==> src/rtl/ctrl_pkg.sv <==
// Shared encodings for the multi-cycle MIPS control FSM: opcodes, states,
// mux select codes and fault codes.
package ctrl_pkg;

  localparam logic [5:0] OP_RTYPE = 6'b000000;
  localparam logic [5:0] OP_LW    = 6'b100011;
  localparam logic [5:0] OP_SW    = 6'b101011;
  localparam logic [5:0] OP_BEQ   = 6'b000100;
  localparam logic [5:0] OP_ADDI  = 6'b001000;
  localparam logic [5:0] OP_J     = 6'b000010;

  typedef enum logic [3:0] {
    S_FETCH    = 4'd0,
    S_DECODE   = 4'd1,
    S_MEM_ADDR = 4'd2,
    S_MEM_RD   = 4'd3,
    S_MEM_WB   = 4'd4,
    S_MEM_WR   = 4'd5,
    S_R_EXEC   = 4'd6,
    S_R_WB     = 4'd7,
    S_BRANCH   = 4'd8,
    S_JUMP     = 4'd9,
    S_I_EXEC   = 4'd10,
    S_I_WB     = 4'd11,
    S_TRAP     = 4'd12
  } state_e;

  localparam logic [1:0] ALU_ADD   = 2'b00;
  localparam logic [1:0] ALU_SUB   = 2'b01;
  localparam logic [1:0] ALU_FUNCT = 2'b10;

  localparam logic [1:0] SRCB_RT      = 2'b00;
  localparam logic [1:0] SRCB_FOUR    = 2'b01;
  localparam logic [1:0] SRCB_IMM     = 2'b10;
  localparam logic [1:0] SRCB_IMM_SH2 = 2'b11;

  localparam logic [1:0] PC_ALU    = 2'b00;
  localparam logic [1:0] PC_ALUOUT = 2'b01;
  localparam logic [1:0] PC_JUMP   = 2'b10;

  typedef enum logic [1:0] {
    FAULT_NONE    = 2'b00,
    FAULT_ILLEGAL = 2'b01,
    FAULT_TIMEOUT = 2'b10
  } fault_e;

endpackage

==> src/rtl/wait_timer.sv <==
// Memory wait counter: clears on request, counts stalled cycles, flags when
// the count has reached TIMEOUT.
module wait_timer #(
  parameter int TIMEOUT = 15,
  parameter int TW      = 8
) (
  input  logic clk,
  input  logic rst,
  input  logic clr,
  input  logic en,
  output logic expired
);

  logic [TW-1:0] cnt_q, cnt_d;

  always_comb begin
    cnt_d = cnt_q;
    if (clr) begin
      cnt_d = '0;
    end else if (en) begin
      cnt_d = cnt_q + 1'b1;
    end
  end

  always_ff @(posedge clk) begin
    if (rst) begin
      cnt_q <= '0;
    end else begin
      cnt_q <= cnt_d;
    end
  end

  assign expired = (cnt_q == TW'(TIMEOUT));

endmodule

==> src/rtl/multicycle_ctrl.sv <==
// Multi-cycle MIPS control FSM: sequences fetch/decode/execute/mem/write-back
// around one ALU and one handshaked memory; traps on bad opcodes and timeouts.
module multicycle_ctrl
  import ctrl_pkg::*;
#(
  parameter int TIMEOUT = 15,
  parameter int TW      = 8
) (
  input  logic       clk,
  input  logic       rst,
  input  logic [5:0] op,
  input  logic [5:0] funct,
  input  logic       zero,
  input  logic       mem_ready,
  output logic       pc_we,
  output logic       ir_we,
  output logic       iord,
  output logic       mem_rd,
  output logic       dm_we,
  output logic       reg_we,
  output logic       reg_dst,
  output logic       mem_to_reg,
  output logic       alu_src_a,
  output logic [1:0] alu_src_b,
  output logic [1:0] alu_op,
  output logic [1:0] pc_src,
  output logic [3:0] state,
  output logic [1:0] fault
);

  state_e state_q, state_d;
  fault_e fault_q, fault_d;
  logic   pc_we_c, ir_we_c, mem_rd_c, dm_we_c, reg_we_c;
  logic   mem_wait, expired;

  assign mem_wait = ~mem_ready &
                    ((state_q == S_FETCH) | (state_q == S_MEM_RD) | (state_q == S_MEM_WR));

  // Any state change restarts the count, so each memory state starts from zero.
  wait_timer #(.TIMEOUT(TIMEOUT), .TW(TW)) u_wait_timer (
    .clk     (clk),
    .rst     (rst),
    .clr     (state_d != state_q),
    .en      (mem_wait),
    .expired (expired)
  );

  always_comb begin
    state_d    = state_q;
    fault_d    = fault_q;
    pc_we_c    = 1'b0;
    ir_we_c    = 1'b0;
    mem_rd_c   = 1'b0;
    dm_we_c    = 1'b0;
    reg_we_c   = 1'b0;
    iord       = 1'b0;
    reg_dst    = 1'b0;
    mem_to_reg = 1'b0;
    alu_src_a  = 1'b0;
    alu_src_b  = SRCB_RT;
    alu_op     = ALU_ADD;
    pc_src     = PC_ALU;
    case (state_q)
      S_FETCH: begin
        mem_rd_c  = 1'b1;
        alu_src_b = SRCB_FOUR;
        if (mem_ready) begin
          ir_we_c = 1'b1;
          pc_we_c = 1'b1;
          state_d = S_DECODE;
        end else if (expired) begin
          state_d = S_TRAP;
          fault_d = FAULT_TIMEOUT;
        end
      end
      S_DECODE: begin
        alu_src_b = SRCB_IMM_SH2;
        case (op)
          OP_RTYPE: begin
            if (funct != 6'd0) state_d = S_R_EXEC;
            else               state_d = S_FETCH;
          end
          OP_LW, OP_SW: state_d = S_MEM_ADDR;
          OP_BEQ:       state_d = S_BRANCH;
          OP_ADDI:      state_d = S_I_EXEC;
          OP_J:         state_d = S_JUMP;
          default: begin
            state_d = S_TRAP;
            fault_d = FAULT_ILLEGAL;
          end
        endcase
      end
      S_MEM_ADDR: begin
        alu_src_a = 1'b1;
        alu_src_b = SRCB_IMM;
        if (op == OP_SW) state_d = S_MEM_WR;
        else             state_d = S_MEM_RD;
      end
      S_MEM_RD: begin
        iord     = 1'b1;
        mem_rd_c = 1'b1;
        if (mem_ready) begin
          state_d = S_MEM_WB;
        end else if (expired) begin
          state_d = S_TRAP;
          fault_d = FAULT_TIMEOUT;
        end
      end
      S_MEM_WB: begin
        reg_we_c   = 1'b1;
        mem_to_reg = 1'b1;
        state_d    = S_FETCH;
      end
      S_MEM_WR: begin
        iord    = 1'b1;
        dm_we_c = 1'b1;
        if (mem_ready) begin
          state_d = S_FETCH;
        end else if (expired) begin
          state_d = S_TRAP;
          fault_d = FAULT_TIMEOUT;
        end
      end
      S_R_EXEC: begin
        alu_src_a = 1'b1;
        alu_op    = ALU_FUNCT;
        state_d   = S_R_WB;
      end
      S_R_WB: begin
        reg_we_c = 1'b1;
        reg_dst  = 1'b1;
        state_d  = S_FETCH;
      end
      S_BRANCH: begin
        alu_src_a = 1'b1;
        alu_op    = ALU_SUB;
        pc_src    = PC_ALUOUT;
        pc_we_c   = zero;
        state_d   = S_FETCH;
      end
      S_JUMP: begin
        pc_src  = PC_JUMP;
        pc_we_c = 1'b1;
        state_d = S_FETCH;
      end
      S_I_EXEC: begin
        alu_src_a = 1'b1;
        alu_src_b = SRCB_IMM;
        state_d   = S_I_WB;
      end
      S_I_WB: begin
        reg_we_c = 1'b1;
        state_d  = S_FETCH;
      end
      S_TRAP: ;
      default: state_d = S_TRAP;
    endcase
  end

  always_ff @(posedge clk) begin
    if (rst) begin
      state_q <= S_FETCH;
      fault_q <= FAULT_NONE;
    end else begin
      state_q <= state_d;
      fault_q <= fault_d;
    end
  end

  // Reset masks every write/request so an interrupted instruction has no side effects.
  assign pc_we  = pc_we_c  & ~rst;
  assign ir_we  = ir_we_c  & ~rst;
  assign mem_rd = mem_rd_c & ~rst;
  assign dm_we  = dm_we_c  & ~rst;
  assign reg_we = reg_we_c & ~rst;
  assign state  = state_q;
  assign fault  = fault_q;

endmodule

==> config.mk <==
export PLATFORM = sky130hd
export DESIGN_NAME = multicycle_ctrl
export DESIGN_NICKNAME = d
export VERILOG_FILES = /design/src/rtl/ctrl_pkg.sv /design/src/rtl/wait_timer.sv /design/src/rtl/multicycle_ctrl.sv
export SDC_FILE = /design/constraint.sdc
export NUM_CORES = 1
export LEC_CHECK = 0
export CAP_MARGIN = 20
export CORE_ASPECT_RATIO = 0.75
export CORE_MARGIN = 10
export CORE_UTILIZATION = 31
export CTS_BUF_LIST = sky130_fd_sc_hd__clkbuf_8
export DETAILED_ROUTE_END_ITERATION = 16
export GPL_TIMING_DRIVEN = 0
export PLACE_DENSITY = 0.67
export RECOVER_POWER = 50
export SYNTH_ARGS = -nofsm -noshare
export SYNTH_HDL_FRONTEND = slang
export SYNTH_SLANG_ARGS = --single-unit
export TNS_END_PERCENT = 30
==> constraint.sdc <==
create_clock -name clk -period 3.2 [get_ports clk]
set_input_delay 0.48 -clock clk [delete_from_list [all_inputs] [get_ports clk]]
set_output_delay 0.48 -clock clk [all_outputs]
set_load 0.01 [all_outputs]
==> impl_metrics.ini <==
[logic_synthesis]
synth_nets = 164
ys_seq_area_frac = 0.240
syn_area_mm2 = 0.00117
synth_area_leader_cell = dfxtp_1
synth-edff-count = 0
yosys.area.top_type_share = 0.240
avgSynthCellArea_um2 = 7.94
ys_types = 49
ys_async_sr_fraction = 0
synthFlopType = dfxtp_1
synth_warnings = 0
ys_ff_latch = 14
synth_area_leaders = dfxtp_1 (24%), a211oi_2 (8.6%), xor2_1 (5.3%), nand2_1 (4.2%), a21oi_1 (3.9%)
postSynthCellCount = 147

[floorplan]
die_w_um = 90.9
design.die.area_mm2 = 0.00665
initial_core_util = 0.321
fp.coreArea_mm2 = 0.00364
placementRows = 19
die_y_um = 73.1
io_pins = 37

[detailed_routing]
routed_wl_mm = 3.33
wl_per_cell_um = 13.9
firstDrtPassIters = 4
vias = 1272
drtAntennaViolNets = 0
vias_per_cell = 5.32
drc = 0
drt_iter0_drc = 117

[global_routing]
grt_overflow = 0
grt_pass1_vias = 1165
grt_pass1_wl_mm = 5.71
grt_start_max_net_pins = 11
grt_antenna_before_repair = 0
grt_usage = 0.101

[placement]
dp_hpwl_mm = 2.61
routabilityCongestion = 0.887
io_buffers = 36
pre_cts_ws_ns = 0.379
dpl-instance-area_mm2 = 0.00159
dp_cells = 235

[worst_setup_path]
r2r_slack_ns = 0.72
crit_required_ns = 2.72
crit_chain = clkbuf_1, clkbuf_2, nand2_1, nor3_1, a21oi_1, o21bai_1, clkdlybuf4s50_1
worst-path-stages = 7
setup.worst_path.class = register to output port
cpPeakStageDelay_ns = 0.56
path_max_fanout = 10
crit_start = state[3]$_SDFF_PP0_
critPathBufInv = 3
endpoint = pc_we
r2r_cells = 6
cp_top_family = buffers and inverters
worstPathArrival_ns = 2.37
cp-start-kind = register
endpoint_kind = output port
reg2reg_to = u_wait_timer.cnt_q[0]$_SDFFE_PP0P_
reg2reg_from = u_wait_timer.cnt_q[0]$_SDFFE_PP0P_
cpMaxStageDelayCell = clkdlybuf4s50_1

[pwr]
p_int_mw = 0.377
p_sw_mw = 0.169
p_seq_frac = 0.339
power_density_mw_per_mm2 = 333
p_clk_frac = 0.312
comb_power_share = 0.349
swShare = 0.309
finalPower_mw = 0.546
vdd_drop_max_mv = 0.174
leakage_nw = 0.586

[sta]
finalSetupTns_ns = 0
hold_viol = 0
finalSetupViolCount = 0
worst_pin_slew_ns = 0.872
max_freq_ghz = 0.350
layout_min_cycle_time_ns = 2.85
finClkSkew_ns = 0.00193
finalCritPeriodShare = 0.892
fin_ws_ns = 0.346
slew_headroom = 0.415
rsz0062_at_grt = false
drv_slew = 0

[status]
status = complete, no violations

[clocking]
clock_sinks = 14
clkTransAtPathRegs_ns = 0.06
cts_tree = done
cts_buffers = 3
htreeDepth = 1
post-cts-setup-buffer-count = 0
clock_path_buffers = 2
root_buffer = clkbuf_8
insertion_delay_ns = 0.24

[cells_and_area]
finalNonFillerCells = 239
syn2layout_area_growth_pct = 40.6
drive_gt1_frac = 0.118
final_area_mm2 = 0.00164
fillers = 366
nets = 205
antenna_cells = 0

[min_path]
min_delay_path_depth = 2
hold_class = register to register

[job]
maxCapViolCount = 0
-- metal layers --
| metal | global-route usage | share of wire | vias up |
|---|---|---|---|
| li1 | - | - | 645 |
| met1 | 0.144 | 0.53 | 581 |
| met2 | 0.136 | 0.38 | 44 |
| met3 | 0.0432 | 0.084 | 2 |
| met4 | 0.0208 | 0.0078 | 0 |
| met5 | 0 | 0 | - |
-- timing repair --
item | 4_1_cts | 5_1_grt
hold buffers | 0 | 0
endpoints found under the setup margin | 0 | 1
hold endpoints to repair | 0 | 0
gates resized for setup | 0 | 1
-- state kept, by name, indices dropped and copies added, names as in the netlist --
name                cells
u_wait_timer.cnt_q      8
fault                   2
state                   4
-- tightest hold or removal path: stages (launching register included) --
cell,delay [ns]
dfxtp_1,0.31
nand2_1,0.05
a21oi_1,0.05
-- layout make-up --
cell class / count / area [µm²] / share of cell area
Tap cell: 52 / 65.1 / 0.0396
Buffer: 10 / 52.6 / 0.0320
Inverter: 4 / 15.0 / 0.00915
Timing Repair Buffer: 36 / 360 / 0.220
Clock buffer: 4 / 55.1 / 0.0335
Multi-Input combinational cell: 119 / 813 / 0.495
Sequential cell: 14 / 280 / 0.171
-- power groups by stage --
stage | combinational, mW | clock (mW) | sequential [mW]
CTS | 0.195 | 0.175 | 0.186
global route | 0.210 | 0.187 | 0.187
global placement | 0.193 | 0 | 0.189
detailed placement | 0.194 | 0 | 0.189
finish | 0.190 | 0.170 | 0.185
floorplan | 0.113 | 0 | 0.190
-- cell usage in the layout (no fill, tap or decap), drive strengths merged, types with 2 or more instances in the layout --
master / count
xor2: 7
nor3: 7
o31ai: 2
nand2: 13
a21o: 2
a221oi: 2
or4b: 2
clkdlybuf4s50: 28
nand2b: 3
clkbuf: 9
buf: 5
and3: 5
a21oi: 9
nor2: 12
nand4: 5
nand4b: 2
a31oi: 2
inv: 4
nor4: 5
a211oi: 8
o21ai: 7
dfxtp: 14
nor3b: 4
or3b: 2
or4: 2
dlygate4sd3: 8
-- worst min-delay path by stage --
| stage | start | end | slack [ns] |
|---|---|---|---|
| detailed placement | fault[1]$_SDFFE_PP0P_ | fault[1]$_SDFFE_PP0P_ | 0.46 |
| CTS | fault[1]$_SDFFE_PP0P_ | fault[1]$_SDFFE_PP0P_ | 0.47 |
| global route | fault[1]$_SDFFE_PP0P_ | fault[1]$_SDFFE_PP0P_ | 0.49 |
| finish | fault[1]$_SDFFE_PP0P_ | fault[1]$_SDFFE_PP0P_ | 0.46 |
| floorplan | fault[0]$_SDFFE_PP0P_ | fault[0]$_SDFFE_PP0P_ | 0.48 |
| global placement | fault[1]$_SDFFE_PP0P_ | fault[1]$_SDFFE_PP0P_ | 0.46 |
-- metrics by stage --
stage	utilization	hold slack, ns
floorplan	-	0.481
detailed placement	0.438	0.459
finish	0.451	0.463
CTS	0.453	0.470
global route	0.451	0.488
global placement	0.438	0.458
-- cells in the mapped netlist, types with 4 or more instances --
cell	n
nand4_1	5
o21ai_0	4
nor4_1	5
nor2_1	12
a21oi_1	9
a211oi_2	8
and3_1	5
nor3b_1	4
nand2_1	13
nor3_1	7
xor2_1	7
dfxtp_1	14
-- logic make-up after synthesis --
kind of cell               after synthesis  share of synthesized area
and+or+nand+nor                         67                      0.329
muxes                                    1                    0.00857
AOI/OAI and AO/OA                       41                      0.285
buffers and inverters                   14                     0.0579
adders and majority gates                2                     0.0193
xor gates and xnor gates                 8                     0.0600
DFF                                     14                      0.240
(Power assumes the default switching activity.)
